## src/rtl/multicycle_ctrl.sv

```systemverilog
// Multi-cycle FETCH/DECODE/EXEC/MEM/WB sequencer for the MIPS-lite datapath.
// Define ILLEGAL_TRAP_EN to halt on illegal instructions instead of retiring them as NOPs.
module multicycle_ctrl #(
  parameter int unsigned DM_WAIT_MAX = 15
) (
  input  logic       clk,
  input  logic       rst_n,
  input  logic [5:0] opcode,
  input  logic [5:0] func,
  input  logic       zero,
  input  logic       overflow,
  input  logic       dm_ack,
  output logic       ir_we,
  output logic       pc_we,
  output logic [1:0] npc_sel,
  output logic       reg_we,
  output logic [1:0] RegDst,
  output logic       ALUSrc,
  output logic [1:0] MemToReg,
  output logic [1:0] ExtOp,
  output logic [2:0] ALUctr,
  output logic       dm_req,
  output logic       dm_we,
  output logic       retire,
  output logic       bus_err,
  output logic       halted
);

  typedef enum logic [2:0] {
    S_FETCH,
    S_DECODE,
    S_EXEC,
    S_MEM,
    S_WB
`ifdef ILLEGAL_TRAP_EN
    , S_HALT
`endif
  } state_e;

  typedef enum logic [3:0] {
    CLS_ADDU, CLS_SUBU, CLS_SLT, CLS_JR, CLS_ORI, CLS_LW, CLS_SW,
    CLS_BEQ, CLS_LUI, CLS_J, CLS_ADDI, CLS_ADDIU, CLS_JAL, CLS_ILL
  } cls_e;

  localparam logic [7:0] WAIT_LAST = 8'(DM_WAIT_MAX - 1);

  state_e     state_q;
  cls_e       cls_q;
  cls_e       cls_d;
  cls_e       sel_cls;
  logic [7:0] wait_q;
  logic       ovf_q;
  logic       mem_timeout;

  always_comb begin
    cls_d = CLS_ILL;
    case (opcode)
      6'b000000: begin
        case (func)
          6'b100001: cls_d = CLS_ADDU;
          6'b100011: cls_d = CLS_SUBU;
          6'b101010: cls_d = CLS_SLT;
          6'b001000: cls_d = CLS_JR;
          default:   cls_d = CLS_ILL;
        endcase
      end
      6'b001101: cls_d = CLS_ORI;
      6'b100011: cls_d = CLS_LW;
      6'b101011: cls_d = CLS_SW;
      6'b000100: cls_d = CLS_BEQ;
      6'b001111: cls_d = CLS_LUI;
      6'b000010: cls_d = CLS_J;
      6'b001000: cls_d = CLS_ADDI;
      6'b001001: cls_d = CLS_ADDIU;
      6'b000011: cls_d = CLS_JAL;
      default:   cls_d = CLS_ILL;
    endcase
  end

  // The class is only latched at the end of DECODE, so DECODE itself drives selects from the live decode.
  assign sel_cls     = (state_q == S_DECODE) ? cls_d : cls_q;
  assign mem_timeout = (state_q == S_MEM) && !dm_ack && (wait_q == WAIT_LAST);

  always_ff @(posedge clk or negedge rst_n) begin
    if (!rst_n) begin
      state_q <= S_FETCH;
      cls_q   <= CLS_ILL;
      wait_q  <= '0;
      ovf_q   <= 1'b0;
    end else begin
      case (state_q)
        S_FETCH: state_q <= S_DECODE;
        S_DECODE: begin
          cls_q   <= cls_d;
          // NOTE: non-blocking assignments; the last one scheduled in this block wins.
          state_q <= S_EXEC;
`ifdef ILLEGAL_TRAP_EN
          if (cls_d == CLS_ILL) state_q <= S_HALT;
`endif
        end
        S_EXEC: begin
          ovf_q <= overflow;
          case (cls_q)
            CLS_LW, CLS_SW: state_q <= S_MEM;
            CLS_ADDU, CLS_SUBU, CLS_SLT, CLS_ORI, CLS_LUI, CLS_ADDI, CLS_ADDIU:
              state_q <= S_WB;
            default: state_q <= S_FETCH;
          endcase
        end
        S_MEM: begin
          if (dm_ack) begin
            wait_q  <= '0;
            state_q <= (cls_q == CLS_LW) ? S_WB : S_FETCH;
          end else if (mem_timeout) begin
            wait_q  <= '0;
            state_q <= S_FETCH;
          end else begin
            wait_q  <= wait_q + 8'd1;
          end
        end
        S_WB: state_q <= S_FETCH;
`ifdef ILLEGAL_TRAP_EN
        S_HALT: state_q <= S_HALT;
`endif
        default: state_q <= S_FETCH;
      endcase
    end
  end

  always_comb begin
    // NOTE: every output gets a default before any branch, so no latch can be inferred.
    ir_we    = 1'b0;
    pc_we    = 1'b0;
    npc_sel  = 2'b00;
    reg_we   = 1'b0;
    RegDst   = 2'b00;
    ALUSrc   = 1'b0;
    MemToReg = 2'b00;
    ExtOp    = 2'b00;
    ALUctr   = 3'b111;
    dm_req   = 1'b0;
    dm_we    = 1'b0;
    retire   = 1'b0;
    bus_err  = 1'b0;
    halted   = 1'b0;
    // Gating on rst_n keeps every output quiet while reset is held, even though FETCH is the reset state.
    if (rst_n) begin
      if (state_q inside {S_DECODE, S_EXEC, S_MEM, S_WB}) begin
        case (sel_cls)
          CLS_ADDU: ALUctr = 3'b010;
          CLS_SUBU: ALUctr = 3'b110;
          CLS_SLT:  ALUctr = 3'b000;
          CLS_BEQ: begin
            ALUctr = 3'b110;
            ExtOp  = 2'b01;
          end
          CLS_ORI: begin
            ALUctr = 3'b001;
            ALUSrc = 1'b1;
          end
          CLS_LUI: begin
            ALUctr = 3'b011;
            ALUSrc = 1'b1;
          end
          CLS_ADDI, CLS_ADDIU, CLS_LW, CLS_SW: begin
            ALUctr = 3'b010;
            ALUSrc = 1'b1;
            ExtOp  = 2'b01;
          end
          default: ALUctr = 3'b111;
        endcase
      end

      case (state_q)
        S_FETCH: ir_we = 1'b1;
        S_EXEC: begin
          case (cls_q)
            CLS_BEQ: begin
              pc_we   = 1'b1;
              npc_sel = zero ? 2'b01 : 2'b00;
              retire  = 1'b1;
            end
            CLS_J: begin
              pc_we   = 1'b1;
              npc_sel = 2'b10;
              retire  = 1'b1;
            end
            CLS_JAL: begin
              pc_we    = 1'b1;
              npc_sel  = 2'b10;
              retire   = 1'b1;
              reg_we   = 1'b1;
              RegDst   = 2'b10;
              MemToReg = 2'b10;
            end
            CLS_JR: begin
              pc_we   = 1'b1;
              npc_sel = 2'b11;
              retire  = 1'b1;
            end
            CLS_ILL: begin
              pc_we  = 1'b1;
              retire = 1'b1;
            end
            default: pc_we = 1'b0;
          endcase
        end
        S_MEM: begin
          dm_req = 1'b1;
          dm_we  = (cls_q == CLS_SW);
          if (dm_ack && cls_q == CLS_SW) begin
            pc_we  = 1'b1;
            retire = 1'b1;
          end else if (mem_timeout) begin
            bus_err = 1'b1;
            pc_we   = 1'b1;
          end
        end
        S_WB: begin
          pc_we    = 1'b1;
          retire   = 1'b1;
          reg_we   = !(cls_q == CLS_ADDI && ovf_q);
          RegDst   = (cls_q inside {CLS_ADDU, CLS_SUBU, CLS_SLT}) ? 2'b01 : 2'b00;
          MemToReg = (cls_q == CLS_LW) ? 2'b01 : 2'b00;
        end
`ifdef ILLEGAL_TRAP_EN
        S_HALT: halted = 1'b1;
`endif
        default: ir_we = 1'b0;
      endcase
    end
  end

endmodule
```

## config.mk

```make
export PLATFORM = sky130hd
export DESIGN_NAME = multicycle_ctrl
export DESIGN_NICKNAME = d
export VERILOG_FILES = /design/src/rtl/multicycle_ctrl.sv
export SDC_FILE = /design/constraint.sdc
export NUM_CORES = 1
export LEC_CHECK = 0
export BUFFER_PORTS_ARGS = -buffer_cell sky130_fd_sc_hd__buf_2
export CAP_MARGIN = 10
export CORE_ASPECT_RATIO = 0.9
export CORE_MARGIN = 5
export CORE_UTILIZATION = 35
export CTS_BUF_LIST = sky130_fd_sc_hd__clkbuf_8
export CTS_CLUSTER_DIAMETER = 80
export DETAILED_ROUTE_END_ITERATION = 8
export PLACE_DENSITY = 0.63
export SYNTH_ARGS = -nofsm -noshare
export SYNTH_HDL_FRONTEND = slang
export SYNTH_SLANG_ARGS = --single-unit
```

## constraint.sdc

```tcl
create_clock -name clk -period 3.6 [get_ports clk]
set_clock_uncertainty 0.1 [all_clocks]
set_input_delay 0.18 -clock clk [delete_from_list [all_inputs] [get_ports clk]]
set_output_delay 0.18 -clock clk [all_outputs]
set_load 0.05 [all_outputs]
```

## Word-level counts from Yosys, hierarchy flattened

Memories as Yosys holds them, arrays and structs flattened.
Cells that the tools add are included.

- Eq/ne operators: 38
- $add $sub $neg: 1
- Divide/modulo/power cells: 0
- Mux-type cells: 49
- Reductions and logical operators: 18
- Multiply operators: 0
- Bitwise logic cells: 0
- Shift operators: 0
- $lt $le $gt $ge: 0

Operators by type and width:

| cell | number |
|---|---|
| 4-bit case mux with 10 select lines | 1 |
| 6-bit by 4-bit equality test with 1-bit output (second input constant) | 5 |
| 6-bit equality test (second input constant) | 5 |
| 4-bit by 3-bit equality test with 1-bit output (second input constant) | 7 |
| 4-bit equality test (second input constant) | 7 |
| 1-bit two-way mux | 26 |
| 8-bit two-way mux | 2 |
| 4-bit case mux with 4 select lines | 1 |
| 3-bit two-way mux | 5 |
| 3-bit case mux with 5 select lines | 1 |
| 5-bit OR reduction | 3 |
| 4-bit by 2-bit equality test with 1-bit output (second input constant) | 3 |
| 6-bit by 2-bit equality test with 1-bit output (second input constant) | 2 |
| 3-bit case mux with 4 select lines | 1 |
| 2-bit two-way mux | 5 |
| 8-bit by 1-bit adder with 8-bit output (second input constant) | 1 |
| 4-bit by 1-bit equality test with 1-bit output (second input constant) | 2 |
| 8-bit by 4-bit equality test with 1-bit output (second input constant) | 1 |
| 4-bit logical NOT | 2 |
| 2-bit case mux with 2 select lines | 2 |
| 3-bit by 2-bit equality test with 1-bit output (second input constant) | 2 |
| 6-bit by 3-bit equality test with 1-bit output (second input constant) | 1 |
| 6-bit logical NOT | 1 |
| 1-bit case mux with 3 select lines | 2 |
| 13 further kinds | 18 |

- Bits of input ports: 17
- Memory bits (read-only): 48
- Word-level logic and storage cells: 111
- Output and inout bits: 20
- RAM bits: 0
- Bits in latches: 0
- Memories: 1
- Register bits: 16

Memory list:

| name | depth | width | rd ports | clocked after memory_dff | write ports | line | source |
|---|---|---|---|---|---|---|---|
| (name not given) | 16 | 3 | 1 | 0 | 0 | 103 | `case (cls_q)` |

## Logic depth before layout (Yosys ltp)

- Depth after elaboration: 9
- Gate-level depth with buffers: 9
- Depth with buffers taken out: 8

## Worst setup path after synthesis

Ideal clock, no wire load.

- Kind: flip-flop to output port
- Start point: register state_q[2]
- End point: output ALUSrc
- Data arrival time: 3.073 ns
- Path buffers: 2
- Cell stages (with the launch flop): 8
- Data required time: 3.320 ns
- Path slack: 0.247 ns
- Cells stage by stage: dfrtp_1 clkbuf_1 or3b_2 clkbuf_1 a211oi_1 a32oi_2 xnor2_1 a211oi_1

- Word-level cells in the longest chain between the ends: 7
- Elaborated cells on any way between the ends: 16
- Classes of those cells: 10 x eq/ne; 4 x mux; 2 x reduce/logical

RTL lines:

| what | line | source |
|---|---|---|
| from (decl) | 47 | `state_e state_q;` |
| from (signal assigned) | 113 | `state_q <= (cls_q == CLS_LW) ? S_WB : S_FETCH;` |
| 3-bit by 1-bit equality test with 1-bit output (*) | 81 | `assign sel_cls = (state_q == S_DECODE) ? cls_d : cls_q;` |
| 4-bit two-way mux (*) | - |  |
| net sel_cls[2] | 50 | `cls_e sel_cls;` |
| 4-bit equality test / 4-bit by 3-bit equality test with 1-bit output (equally long branches) | 149 | `case (sel_cls)` |
| 6-bit OR reduction (no source line) (*) | - |  |
| 1-bit two-way mux (*) | 149 |  |
| 1-bit two-way mux (*) | 148 | `if (state_q inside {S_DECODE, S_EXEC, S_MEM, S_WB}) begin` |
| 1-bit two-way mux (*) | 147 | `if (rst_n) begin` |
| to (decl) | 18 | `output logic ALUSrc,` |

Mark *: on every way through the listed nets, which the timed path passes. The rest lies on a longest branch.

## Worst setup path after layout

- Start point: register state_q[2]
- End point: output ALUctr[1]

- Word-level cells in the longest chain between the ends: 7
- Elaborated cells on any way between the ends: 21
- Classes of those cells: 13 x eq/ne; 4 x mux; 4 x reduce/logical

RTL lines:

| what | line | source |
|---|---|---|
| 3-bit by 1-bit equality test with 1-bit output (*) | 81 |  |
| 4-bit two-way mux (*) | - |  |
| net sel_cls[2] | 50 |  |
| 4-bit equality test (tied with other cells) | 149 |  |
| 5-bit OR reduction (no source line) / 2-bit OR reduction (equally long branches) | - |  |
| 3-bit case mux with 5 select lines (*) | 149 |  |
| 3-bit two-way mux (*) | 148 |  |
| 3-bit two-way mux (*) | 147 |  |
| to (decl) | 21 | `output logic [2:0] ALUctr,` |

Marks and branches as above.

==> metrics.cfg <==
[power]
powerDensity_nw_per_um2 = 726.5
p_leak_nw = 0.7492
swShare = 0.5114
ir_drop_v = 0.0004543
p_seq_frac = 0.276
comb_power_share = 0.595
intPower_w = 0.0006076
p_sw_w = 0.0006359
clockPowerShare = 0.128

[global_routing]
grt_pass1_vias = 1332
grt_pass1_wl_um = 5927
antenna_found_initial = 0
gr-total-overflow = 0
grt_usage = 0.1279
grt_max_degree = 22

[yosys]
ys_async_sr_fraction = 1.000
postSynthAreaPerCell_um2 = 7.887
synthTopCellsByCount = 22 x nand2_1, 16 x nor2_1, 14 x o21ai_0, 13 x dfrtp_1, 10 x inv_1
synth_cells = 188
synth.most_common_cell = nand2_1
ys_seq_elements = 16
ys_warn_count = 0
yosysUniqueCellTypes = 54
synth_edf_count = 0
synth-seq-area-share = 0.2726
synth_ff_type = dfrtp_1
yosysTopAreaCell = dfrtp_1
synth_area_um2 = 1483
yosysTopAreaCellShare = 0.2194
synth_area_leaders = dfrtp_1 22%, nand2_1 5.6%, dfstp_2 5.3%

[drt]
drt_first_pass_iters = 4
vias = 1395
drc = 0
wirelength_um = 3435
drt_iter0_drc = 83
routedWlPerCell_um = 13.06
ant_nets = 0
via_per_inst = 5.304

[finish]
finalNetCount = 239
layout-drive-gt1-share = 0.2372
fillCellCount = 416
regArea_um2 = 404.1
multi_input_area_um2 = 974.7
diodes = 0
area_delta_synth_final_pct = 15.44

[clock_network]
cts_hold_buf = 1
clock_latency_ns = 0.25
path_clk_slew_ns = 0.06
cts-root-buf = clkbuf_8
htree_levels = 1
cts_setup_buffers = 0
cts.sinks = 16
cts_max_path_buffers = 2
cts_tree = done
cts-buffers-inserted = 3
cts.repair.resized = 0

[timing]
fmax_mhz = 322.5
timing.final.ws_setup_ns = 0.4996
finalCriticalPeriod_ns = 3.100
fin_crit_sh = 0.8612
hold_slack_ns = 0.05488
hold_viol = 0
report.final.slew_viol_count = 0
fin_setup_tns_ns = 0
slew_headroom = 0.6677
tightest_slew_ns = 0.4951
setup_violations = 0
rsz0062_at_grt = no

[critical_path]
crit_type = flop to output port
worstPathArrival_ns = 2.82
required_ns = 3.32
critPathLaunchType = flop
worstPathMaxFanout = 9
endpoint_kind = output port

[job]
drv_cap = 0

[placement]
gp_congestion = 0.8038
place_hpwl_um = 2686
pre_cts_ws_ns = 0.7980
portBuffers = 34

[run_status]
status = finished, final reports clean

[die]
die_y_um = 71.75
rows = 22
dieArea_um2 = 5640
core_area_um2 = 4101
initial_core_util = 0.3615
ioPinCount = 37
die_w_um = 78.61

[hold_path]
hold_path.class = primary input to flop

flip-flops by register name, summed over array words and instances (netlist names):
| register | cells |
|---|---|
| wait_q | 8 |
| cls_q | 4 |
| state_q | 3 |
| ovf_q | 1 |
layout by cell type, fill, tap and decap left out, types with 3 or more instances in the layout:
cell type  instances
nor2_1            16
nor3b_1            3
clkbuf_8           4
a21oi_1            9
ha_1               6
xnor2_1            6
or2b_1             3
nand3_1            9
buf_2             34
inv_1             10
o21ai_0           14
o22ai_1            3
dfstp_2            3
nor2b_1            5
nor3_1             3
dfrtp_1           13
o211ai_1           3
nand2_1           22
nand2b_1           4
and2_1             3
stage by stage:
step	utilization	area [µm²]	total power (W)	instances
floorplan	-	1486	0.0009362	189
global placement	0.4015	1647	0.001083	258
detailed placement	0.4015	1647	0.001085	258
CTS	0.4173	1712	0.001253	263
global route	0.4173	1712	0.001357	263
finish	0.4173	1712	0.001244	263
routing by layer:
layer,GRT usage,vias to the layer above,share of wire
li1,-,721,-
met1,0.1847,634,0.52
met2,0.1876,35,0.41
met4,0.03495,0,0.010
met3,0.03266,5,0.058
met5,0,-,0
cell type report:
class / instances / share of cell area
clock buffers: 4 / 0.03216
repair buffers: 35 / 0.1053
multi-input cells: 150 / 0.5694
inverters: 10 / 0.02193
well taps: 48 / 0.03509
flip-flops and latches: 16 / 0.2361
worst paths after layout:
check | start | end | slack [ns] | cells past startpoint
setup / recovery | state_q[2]$_DFFE_PN0P_ | ALUctr[1] | 0.50 | 6
hold / removal | overflow | ovf_q$_DFFE_PN0N_ | 0.05 | 2
setup reg to reg | state_q[2]$_DFFE_PN0P_ | wait_q[5]$_DFFE_PN0P_ | 1.66 | 4
hold reg to reg | wait_q[7]$_DFFE_PN0P_ | wait_q[7]$_DFFE_PN0P_ | 0.41 | 1
max in group asynchronous | rst_n | cls_q[0]$_DFF_PN1_ | 2.76 | 2
min in group asynchronous | rst_n | wait_q[5]$_DFFE_PN0P_ | 0.30 | 2
worst max-delay path: stages (launching register included):
cell and delay, ns:
dfrtp_1 0.47, or3b_2 0.60, a211oi_1 0.34, a32oi_2 0.28
xnor2_1 0.21, or4_1 0.43, buf_2 0.23
power groups by stage:
stage	Sequential [W]	Combinational (W)	Clock, W
floorplan	0.000289	0.000647	0
global placement	0.000345	0.000737	0
detailed placement	0.000346	0.000739	0
CTS	0.000343	0.000744	0.000166
global route	0.000360	0.000819	0.000178
finish	0.000344	0.000740	0.000159
logic make-up (layout without fill, tap and decap cells):
logic type	count (synthesis)	count (layout)	synth area share
DFF	16	16	0.2726
xor gates and xnor gates	8	8	0.04726
other	1	2	0.002529
AOI/OAI and AO/OA	48	48	0.2338
and+or+nand+nor	84	84	0.3055
buffers and inverters	23	49	0.07258
muxes	2	2	0.01519
adders and majority gates	6	6	0.05063
No activity file was read; power rests on OpenSTA's default activity.
